<file path="config.mk">
export PLATFORM = sky130hd
export DESIGN_NAME = multi_nibble_addsub_seq
export DESIGN_NICKNAME = d
export VERILOG_FILES = /design/src/rtl/addsub_pkg.sv /design/src/rtl/addsub4_core.sv /design/src/rtl/multi_nibble_addsub_seq.sv
export SDC_FILE = /design/constraint.sdc
export NUM_CORES = 1
export LEC_CHECK = 0
export ABC_AREA = 1
export CAP_MARGIN = 20
export CELL_PAD_IN_SITES_DETAIL_PLACEMENT = 0
export CELL_PAD_IN_SITES_GLOBAL_PLACEMENT = 1
export CORE_MARGIN = 2
export CORE_UTILIZATION = 35
export CTS_CLUSTER_DIAMETER = 100
export DETAILED_ROUTE_END_ITERATION = 10
export GPL_ROUTABILITY_DRIVEN = 0
export PLACE_DENSITY = 0.85
export RECOVER_POWER = 25
export SETUP_SLACK_MARGIN = 0.3
export SYNTH_ARGS = -nofsm -noshare
export SYNTH_HDL_FRONTEND = slang
export SYNTH_HIERARCHICAL = 1
export SYNTH_SLANG_ARGS = --single-unit
</file>
<file path="constraint.sdc">
create_clock -name clk -period 3.1 [get_ports clk]
set_input_delay 0.31 -clock clk [delete_from_list [all_inputs] [get_ports clk]]
set_output_delay 0.31 -clock clk [all_outputs]
set_load 0.02 [all_outputs]
</file>
<file path="src/rtl/addsub_pkg.sv">
// Shared definitions for the nibble-serial add/subtract unit.
package addsub_pkg;

  localparam int unsigned NIBBLE_W = 4;
  // Nibble index width; NIBBLES is limited to 1..8, so 3 bits always suffice.
  localparam int unsigned IDX_W    = 3;

  typedef enum logic [1:0] {
    IDLE = 2'd0,
    RUN  = 2'd1,
    DONE = 2'd2
  } state_e;

endpackage

</file>
<file path="src/rtl/addsub4_core.sv">
// Combinational 4-bit add/subtract slice. In subtract mode b is inverted and the
// caller supplies cin = 1 on the first slice. Exposes the carry into bit 3 so the
// caller can form signed overflow on the most significant slice.
module addsub4_core
  import addsub_pkg::*;
(
  input  logic [NIBBLE_W-1:0] a,
  input  logic [NIBBLE_W-1:0] b,
  input  logic                m,
  input  logic                cin,
  output logic [NIBBLE_W-1:0] sum,
  output logic                c3,
  output logic                c4
);

  logic [NIBBLE_W-1:0] bx;
  logic [3:0]          lo;
  logic [1:0]          hi;

  // Split the slice at bit 3 so the internal carry is observable.
  always_comb begin
    bx  = b ^ {NIBBLE_W{m}};
    lo  = {1'b0, a[2:0]} + {1'b0, bx[2:0]} + {3'b000, cin};
    hi  = {1'b0, a[3]} + {1'b0, bx[3]} + {1'b0, lo[3]};
    sum = {hi[0], lo[2:0]};
    c3  = lo[3];
    c4  = hi[1];
  end

endmodule

</file>
<file path="src/rtl/multi_nibble_addsub_seq.sv">
// Nibble-serial two's-complement adder/subtractor with valid/ready handshakes.
// One 4-bit slice is processed per cycle, LSB first; the result is held until
// the consumer takes it.
// Optional feature: define ADDSUB_SAT_EN to saturate s on signed overflow.
module multi_nibble_addsub_seq
  import addsub_pkg::*;
#(
  parameter int unsigned NIBBLES = 4
) (
  input  logic                        clk,
  input  logic                        rst_n,
  input  logic                        in_valid,
  output logic                        in_ready,
  input  logic [NIBBLES*NIBBLE_W-1:0] a,
  input  logic [NIBBLES*NIBBLE_W-1:0] b,
  input  logic                        m,
  output logic                        out_valid,
  input  logic                        out_ready,
  output logic [NIBBLES*NIBBLE_W-1:0] s,
  output logic                        cout,
  output logic                        v,
  output logic                        zero
);

  localparam int unsigned W = NIBBLES * NIBBLE_W;

`ifdef ADDSUB_SAT_EN
  localparam logic [W-1:0] SatPos = {1'b0, {(W-1){1'b1}}};
  localparam logic [W-1:0] SatNeg = {1'b1, {(W-1){1'b0}}};
`endif

  state_e             state_q, state_d;
  logic [W-1:0]       a_q, a_d, b_q, b_d, s_q, s_d;
  logic               m_q, m_d;
  logic               carry_q, carry_d;
  logic               cout_q, cout_d;
  logic               v_q, v_d;
  logic [IDX_W-1:0]   idx_q, idx_d;

  logic               accept;
  logic               deliver;
  logic               last_nib;
  logic [NIBBLE_W-1:0] a_nib, b_nib, sum_nib;
  logic               c3, c4;

  assign accept   = in_valid && (state_q == IDLE);
  assign deliver  = out_ready && (state_q == DONE);
  assign last_nib = (idx_q == IDX_W'(NIBBLES - 1));

  // Select the operand nibbles addressed by the current index.
  always_comb begin
    a_nib = '0;
    b_nib = '0;
    for (int unsigned i = 0; i < NIBBLES; i++) begin
      if (idx_q == IDX_W'(i)) begin
        a_nib = a_q[i*NIBBLE_W +: NIBBLE_W];
        b_nib = b_q[i*NIBBLE_W +: NIBBLE_W];
      end
    end
  end

  addsub4_core u_core (
    .a   (a_nib),
    .b   (b_nib),
    .m   (m_q),
    .cin (carry_q),
    .sum (sum_nib),
    .c3  (c3),
    .c4  (c4)
  );

  // FSM state register.
  always_ff @(posedge clk) begin
    if (!rst_n) begin
      state_q <= IDLE;
    end else begin
      state_q <= state_d;
    end
  end

  // FSM next-state logic.
  always_comb begin
    state_d = state_q;
    case (state_q)
      IDLE:    if (accept) state_d = RUN;
      RUN:     if (last_nib) state_d = DONE;
      DONE:    if (deliver) state_d = IDLE;
      default: state_d = IDLE;
    endcase
  end

  // FSM outputs; zero is only meaningful while a result is presented.
  always_comb begin
    in_ready  = (state_q == IDLE);
    out_valid = (state_q == DONE);
    s         = s_q;
    cout      = cout_q;
    v         = v_q;
    zero      = out_valid && (s_q == '0);
  end

  // Datapath next-state: operand capture and per-nibble accumulation.
  always_comb begin
    a_d     = a_q;
    b_d     = b_q;
    m_d     = m_q;
    s_d     = s_q;
    carry_d = carry_q;
    cout_d  = cout_q;
    v_d     = v_q;
    idx_d   = idx_q;
    if (accept) begin
      a_d     = a;
      b_d     = b;
      m_d     = m;
      idx_d   = '0;
      carry_d = m;  // +1 of the two's-complement negate in subtract mode
    end else if (state_q == RUN) begin
      for (int unsigned i = 0; i < NIBBLES; i++) begin
        if (idx_q == IDX_W'(i)) begin
          s_d[i*NIBBLE_W +: NIBBLE_W] = sum_nib;
        end
      end
      carry_d = c4;
      idx_d   = idx_q + IDX_W'(1);
      if (last_nib) begin
        cout_d = c4;
        v_d    = c3 ^ c4;
        idx_d  = '0;
`ifdef ADDSUB_SAT_EN
        // On overflow both effective operands share a sign, so the true
        // result's sign is a ^ b' ^ carry-out of the top bit.
        if (c3 ^ c4) begin
          s_d = (a_nib[3] ^ b_nib[3] ^ m_q ^ c4) ? SatNeg : SatPos;
        end
`endif
      end
    end
  end

  // Datapath registers.
  always_ff @(posedge clk) begin
    if (!rst_n) begin
      a_q     <= '0;
      b_q     <= '0;
      m_q     <= 1'b0;
      s_q     <= '0;
      carry_q <= 1'b0;
      cout_q  <= 1'b0;
      v_q     <= 1'b0;
      idx_q   <= '0;
    end else begin
      a_q     <= a_d;
      b_q     <= b_d;
      m_q     <= m_d;
      s_q     <= s_d;
      carry_q <= carry_d;
      cout_q  <= cout_d;
      v_q     <= v_d;
      idx_q   <= idx_d;
    end
  end

endmodule
</file>
* Word level (Yosys, flattened, before mapping)
Index checks and enable logic that the tools add are counted.
** Word-level totals
- Output and inout port bits :: 21
- Bits in latches :: 0
- Logic and storage cells :: 57
- Bits in read-only memories :: 0
- Bits in writable memories :: 0
- Register bits :: 57
- Memories kept :: 0
- Input port bits :: 37
** Operators by class
- Order comparisons :: 0
- $mul :: 0
- Bitwise logic cells :: 4
- Equal/unequal tests :: 8
- Div/mod/pow operators :: 0
- Muxes and demuxes :: 15
- Shifts and indexed selects :: 0
- $add $sub $neg :: 5
- Reduce and logical (&&, ||, !) cells :: 13
** Operators by type and width (count)
- 2-to-1 mux 4 bit :: 8
- logical NOT 16 bit :: 1
- AND reduction 3 bit :: 5
- == test 3 x 2 -> 1 bit, second input constant :: 2
- 2-to-1 mux 2 bit :: 3
- case mux 2 bit (3 select lines) :: 1
- adder 3 x 3 -> 4 bit :: 1
- adder 4 x 1 -> 4 bit :: 1
- inequality test 2 x 1 -> 1 bit, second input constant :: 2
- bitwise XOR 4 bit :: 1
- adder 3 x 1 -> 3 bit, second input constant :: 1
- == test 3 x 1 -> 1 bit, second input constant :: 1
- logical AND 1 bit :: 3
- logical NOT 3 bit :: 1
- 2-to-1 mux 3 bit :: 1
- adder 1 x 1 -> 2 bit :: 1
- adder 2 x 1 -> 2 bit :: 1
- == test 2 x 1 -> 1 bit, second input constant :: 1
- == test 2 bit, second input constant :: 1
- logical NOT 2 bit :: 1
- 2-to-1 mux 1 bit :: 2
- inequality test 2 bit, second input constant :: 1
- inverter 1 bit :: 2
- nonzero test 2 bit :: 1
- 2 further kinds :: 2

* Longest topological paths before layout
- Word-level depth :: 11
- Mapped depth :: 18
- Gate-level depth less buffers :: 17

* Cells and area by module
Netlist, hierarchy kept.
** By module, submodules not included
- multi_nibble_addsub_seq :: cells each 389, area an instance 2622.5 µm², instances 1
- addsub4_core :: cells each 14, area an instance 146.4 µm², instances 1

* Least setup slack after synthesis
No wires, ideal clock.
- Kind :: reg-to-reg
- Start point :: register idx_q[1]
- End point :: register v_q (netlist: v)
- Data arrival time :: 2660 ps
- Period minus slack after synthesis :: 2774 ps
- Cell stages (with the launch flop) :: 17
- Path slack :: 326 ps
- Path buffers :: 2
- Cell sequence :: dfxtp_1 > inv_1 > ha_1 > buf_2 > buf_2 > nand3_1 > nand3_1 > nand2_1 > nand2_1 > xor2_1 > fa_1 > nand3_1 > nand3_1 > fa_1 > xor2_1 > nor2_1 > nor2_1
** On the way
- Cells in the longest elaborated chain, start to end :: 10
- Elaborated cells on any way between the ends :: 19
** RTL lines
- start: declaration :: line multi_nibble_addsub_seq.sv:38 : logic [IDX_W-1:0] idx_q, idx_d;
- start signal: assignment :: line multi_nibble_addsub_seq.sv:160 : idx_q <= idx_d;
- logical NOT 3 bit :: line multi_nibble_addsub_seq.sv:55 : if (idx_q == IDX_W'(i)) begin
- 2-to-1 mux 4 bit (3 in a row) :: line multi_nibble_addsub_seq.sv:55
- 2-to-1 mux 4 bit (*) :: line multi_nibble_addsub_seq.sv:55
- via b_nib[0] :: line multi_nibble_addsub_seq.sv:43 : logic [NIBBLE_W-1:0] a_nib, b_nib, sum_nib;
- bitwise XOR 4 bit (*) :: line addsub4_core.sv:22 : bx = b ^ {NIBBLE_W{m}};
- adder 3 x 3 -> 4 bit (*) :: line addsub4_core.sv:23 : lo = {1'b0, a[2:0]} + {1'b0, bx[2:0]} + {3'b000, cin};
- adder 4 x 1 -> 4 bit (*) :: line addsub4_core.sv:23
- via c3 :: line multi_nibble_addsub_seq.sv:44 : logic c3, c4;
- adder 2 x 1 -> 2 bit (*) :: line addsub4_core.sv:24 : hi = {1'b0, a[3]} + {1'b0, bx[3]} + {1'b0, lo[3]};
- via c4 :: line multi_nibble_addsub_seq.sv:44
- bitwise XOR 1 bit (*) :: line multi_nibble_addsub_seq.sv:128 : v_d = c3 ^ c4;
- end signal: assignment :: line multi_nibble_addsub_seq.sv:159 : v_q <= v_d;
- end: declaration :: line multi_nibble_addsub_seq.sv:37 : logic v_q, v_d;
Mark *: on every way through the listed nets, which the timed path passes. The rest lies on a longest branch.
A chain may end at the register's enable or synchronous reset.

* Worst setup path in the final report
- Start point :: register idx_q[1]
- End point :: register s_q[15] (netlist: s[15])
** On the way
- Cells in the longest elaborated chain, start to end :: 9
- Elaborated cells on any way between the ends :: 18
** RTL lines
- logical NOT 3 bit :: line multi_nibble_addsub_seq.sv:55
- 2-to-1 mux 4 bit (3 in a row) :: line multi_nibble_addsub_seq.sv:55
- 2-to-1 mux 4 bit (*) :: line multi_nibble_addsub_seq.sv:55
- via b_nib[0] :: line multi_nibble_addsub_seq.sv:43
- bitwise XOR 4 bit (*) :: line addsub4_core.sv:22
- adder 3 x 3 -> 4 bit (*) :: line addsub4_core.sv:23
- adder 4 x 1 -> 4 bit (*) :: line addsub4_core.sv:23
- via c3 :: line multi_nibble_addsub_seq.sv:44
- adder 2 x 1 -> 2 bit (*) :: line addsub4_core.sv:24
- via sum_nib[3] :: line multi_nibble_addsub_seq.sv:43
- end signal: assignment :: line multi_nibble_addsub_seq.sv:147 : s_q <= '0;
- end signal: assignment :: line multi_nibble_addsub_seq.sv:156 : s_q <= s_d;
- end: declaration :: line multi_nibble_addsub_seq.sv:33 : logic [W-1:0] a_q, a_d, b_q, b_d, s_q, s_d;
Marks and branches as above.

==> flow_metrics.env <==
export IMPL_min_path_type="reg2reg"
export IMPL_path_common_cell="nand2_1"
export IMPL_tns_ps=0
export IMPL_cts_buffers=9
export IMPL_die_y_um=92.9
export IMPL_timing_hold_ws_ps=486
export IMPL_grt_total_usage_pct=16.0
export IMPL_numPortBuffers=57
export IMPL_comb_power_share_pct=18.0
export IMPL_hold_viol_final=0
export IMPL_setup_viol=0
export IMPL_synth_edf_count=0
export IMPL_worst_path_max_delay_cell="fa_2"
export IMPL_power_density_nw_per_um2=521
export IMPL_clkSinkCount=57
export IMPL_rr_startpoint="idx_q[1]$_SDFFE_PP0P_"
export IMPL_die_area_um2=8640
export IMPL_clkTransAtPathRegs_ps=70
export IMPL_required_ps=3390
export IMPL_status="finished, final reports clean"
export IMPL_synth_seq_cells=57
export IMPL_finalNetCount=516
export IMPL_r2r_cells=17
export IMPL_slew_viol_final=0
export IMPL_sw_frac_of_total_pct=26.4
export IMPL_cap_violations=0
export IMPL_ys_seq_area_share_pct=41.2
export IMPL_drt_iter0_drc=62
export IMPL_clkLatencyLatePin_ps=350
export IMPL_cp_depth=17
export IMPL_grt_setup_unrepaired="true"
export IMPL_worst_pin_slew_ps=940
export IMPL_cts_root_buf="clkbuf_8"
export IMPL_slowest_delay_ps=580
export IMPL_r2r_setup_slack_ps=310
export IMPL_antennaDiodeCount=0
export IMPL_cp_arrival_ps=3080
export IMPL_postSynthNetCount=449
export IMPL_ant_nets=0
export IMPL_grt_pass1_wl_mm=10.8
export IMPL_cts_hold_buf=0
export IMPL_place_hpwl_mm=4.80
export IMPL_fmax_ghz=0.358
export IMPL_path_buf_inv=3
export IMPL_clock_path_buffers=2
export IMPL_max_vdd_ir_drop_v=0.000260
export IMPL_layout_common_cells="nor2_1, nand2_1, dfxtp_1, o21ai_0, clkdlybuf4s50_1"
export IMPL_ys_flop_type="dfxtp_1"
export IMPL_syn_inst=403
export IMPL_timing_final_ws_setup_ps=308
export IMPL_grt_max_degree=37
export IMPL_overflow=0
export IMPL_drcViolationCount=0
export IMPL_seqPwrFrac_pct=40.5
export IMPL_fin_skew_ps=7.63
export IMPL_finalCriticalPeriod_ps=2790
export IMPL_p_sw_mw=0.529
export IMPL_synth_area_leaders="dfxtp_1, nor2_1, o21ai_0"
export IMPL_fin_util_pct=50.0
export IMPL_synth_async_reset_ratio_pct=0
export IMPL_final_common_cell="nor2_1"
export IMPL_crit_type="reg2reg"
export IMPL_slew_headroom_pct=37.2
export IMPL_syn_area_um2=2770
export IMPL_drive_above_1_share_pct=13.1
export IMPL_cellLeakagePower_nw=1.72
export IMPL_antenna_found_initial=0
export IMPL_synth_cell_types=24
export IMPL_syn_area_per_cell_um2=6.87
export IMPL_htree_levels=3
export IMPL_start_util_pct=36.0
export IMPL_drtPass1Iterations=4
export IMPL_syn2layout_area_growth_pct=39.0
export IMPL_cts_tree="done"
export IMPL_crit_end="s[15]$_SDFFE_PN0P_"
export IMPL_end_kind="flop"
export IMPL_cp_max_fo=5
export IMPL_grt_pass1_vias=2471
export IMPL_clkPwrFrac_pct=41.5
export IMPL_pre_cts_slack_ps=191
export IMPL_ios=58
export IMPL_crit_chain="inv_4, ha_2, inv_2, nor2_4, nand2_1, nand3_1, nand2_1, nand2_2, xor2_2, fa_2, nand3_2, nand3_2, fa_2, inv_1, nand4_1, nand2_1, nor2_1"
export IMPL_period_share_pct=90.1
export IMPL_fin_total_pwr_mw=2.01
export IMPL_r2r_end="s[15]$_SDFFE_PN0P_"
export IMPL_wl_per_cell_um=11.6
export IMPL_crit_family="adder cells"
export IMPL_cp_start_kind="flop"
export IMPL_chipWidth_um=92.9
export IMPL_intPower_mw=1.48
export IMPL_core_area_um2=7690
export IMPL_via_per_inst=4.54
export IMPL_wl_mm=6.67
export IMPL_synth_top_cell_area_share_pct=41.2
export IMPL_startpoint="idx_q[1]$_SDFFE_PP0P_"
export IMPL_row_count=32
export IMPL_via_count=2621
export IMPL_yosysTopAreaCell="dfxtp_1"
export IMPL_yosys_warnings=6
cell type report:
type                    instances  area [um2]
clock inverters                 5         104
fillers                       785        3840
flip-flops and latches         57        1150
inverters                      39         156
clock buffers                  11         131
multi-input cells             289        1460
well taps                     102         128
repair buffers                 74         714
tightest hold or removal path, cell delays in order (launching register included):
cell and delay, ps:
dfxtp_1 330, nor2_1 50, nor2_1 80
per-stage QoR:
step | std cells | cell area, um2
after detailed placement | 549 | 3390
after global routing | 577 | 3850
after floorplan | 403 | 2770
after CTS | 565 | 3670
after global placement | 549 | 3390
final | 577 | 3850
cell usage after synthesis (4+ instances only):
cell type and number:
nor2_1 123, nand2_1 58, dfxtp_1 57, o21ai_0 53, inv_1 35, nand3_1 22, buf_2 6, ha_1 6
xor2_1 6, a21oi_1 5, nand4_1 5, buf_6 4, clkbuf_1 4
state kept, by name, summed over array words and instances, names as in the netlist:
| signal | cells |
|---|---|
| s | 16 |
| b_q | 16 |
| a_q | 16 |
| idx_q | 3 |
| carry_q | 1 |
| v | 1 |
| state_q | 2 |
| m_q | 1 |
| cout | 1 |
cells by family after synthesis:
logic type | synth area share (%)
AO/OA/AOI/OAI | 10.5
XOR/XNOR | 1.90
flip-flops | 41.2
AND/OR/NAND/NOR | 32.2
buffers and inverters | 9.35
adder cells (fa/ha/maj) | 4.88
power groups by stage:
stage	clock network, mW	logic [mW]	registers [mW]
after floorplan	0	0.212	0.830
after global placement	0	0.322	0.828
after detailed placement	0	0.329	0.829
after CTS	0.849	0.340	0.813
after global routing	0.872	0.411	0.819
final	0.832	0.361	0.813
worst min-delay path by stage:
stage	startpoint	to	slack, ps	depth (start not counted)
after global routing	a_q[1]$_SDFFE_PN0P_	a_q[1]$_SDFFE_PN0P_	520	2
final	b_q[6]$_SDFFE_PN0P_	b_q[6]$_SDFFE_PN0P_	490	2
after global placement	b_q[10]$_SDFFE_PN0P_	b_q[10]$_SDFFE_PN0P_	470	2
after CTS	b_q[6]$_SDFFE_PN0P_	b_q[6]$_SDFFE_PN0P_	490	2
after floorplan	a_q[10]$_SDFFE_PN0P_	a_q[10]$_SDFFE_PN0P_	450	2
after detailed placement	b_q[10]$_SDFFE_PN0P_	b_q[10]$_SDFFE_PN0P_	470	2
repair_timing:
action                     in CTS  in global routing
setup endpoints to repair      11                 13
pin swaps                       1                 12
resized for setup              10                 26
buffers inserted                0                 12
metal layers:
layer	GRT usage [%]	routed length, um
met5	0	0
met1	18.8	3090
met2	27.2	3120
met4	8.21	178
met3	3.74	283
Note: power is estimated with default switching activity, not from simulation.
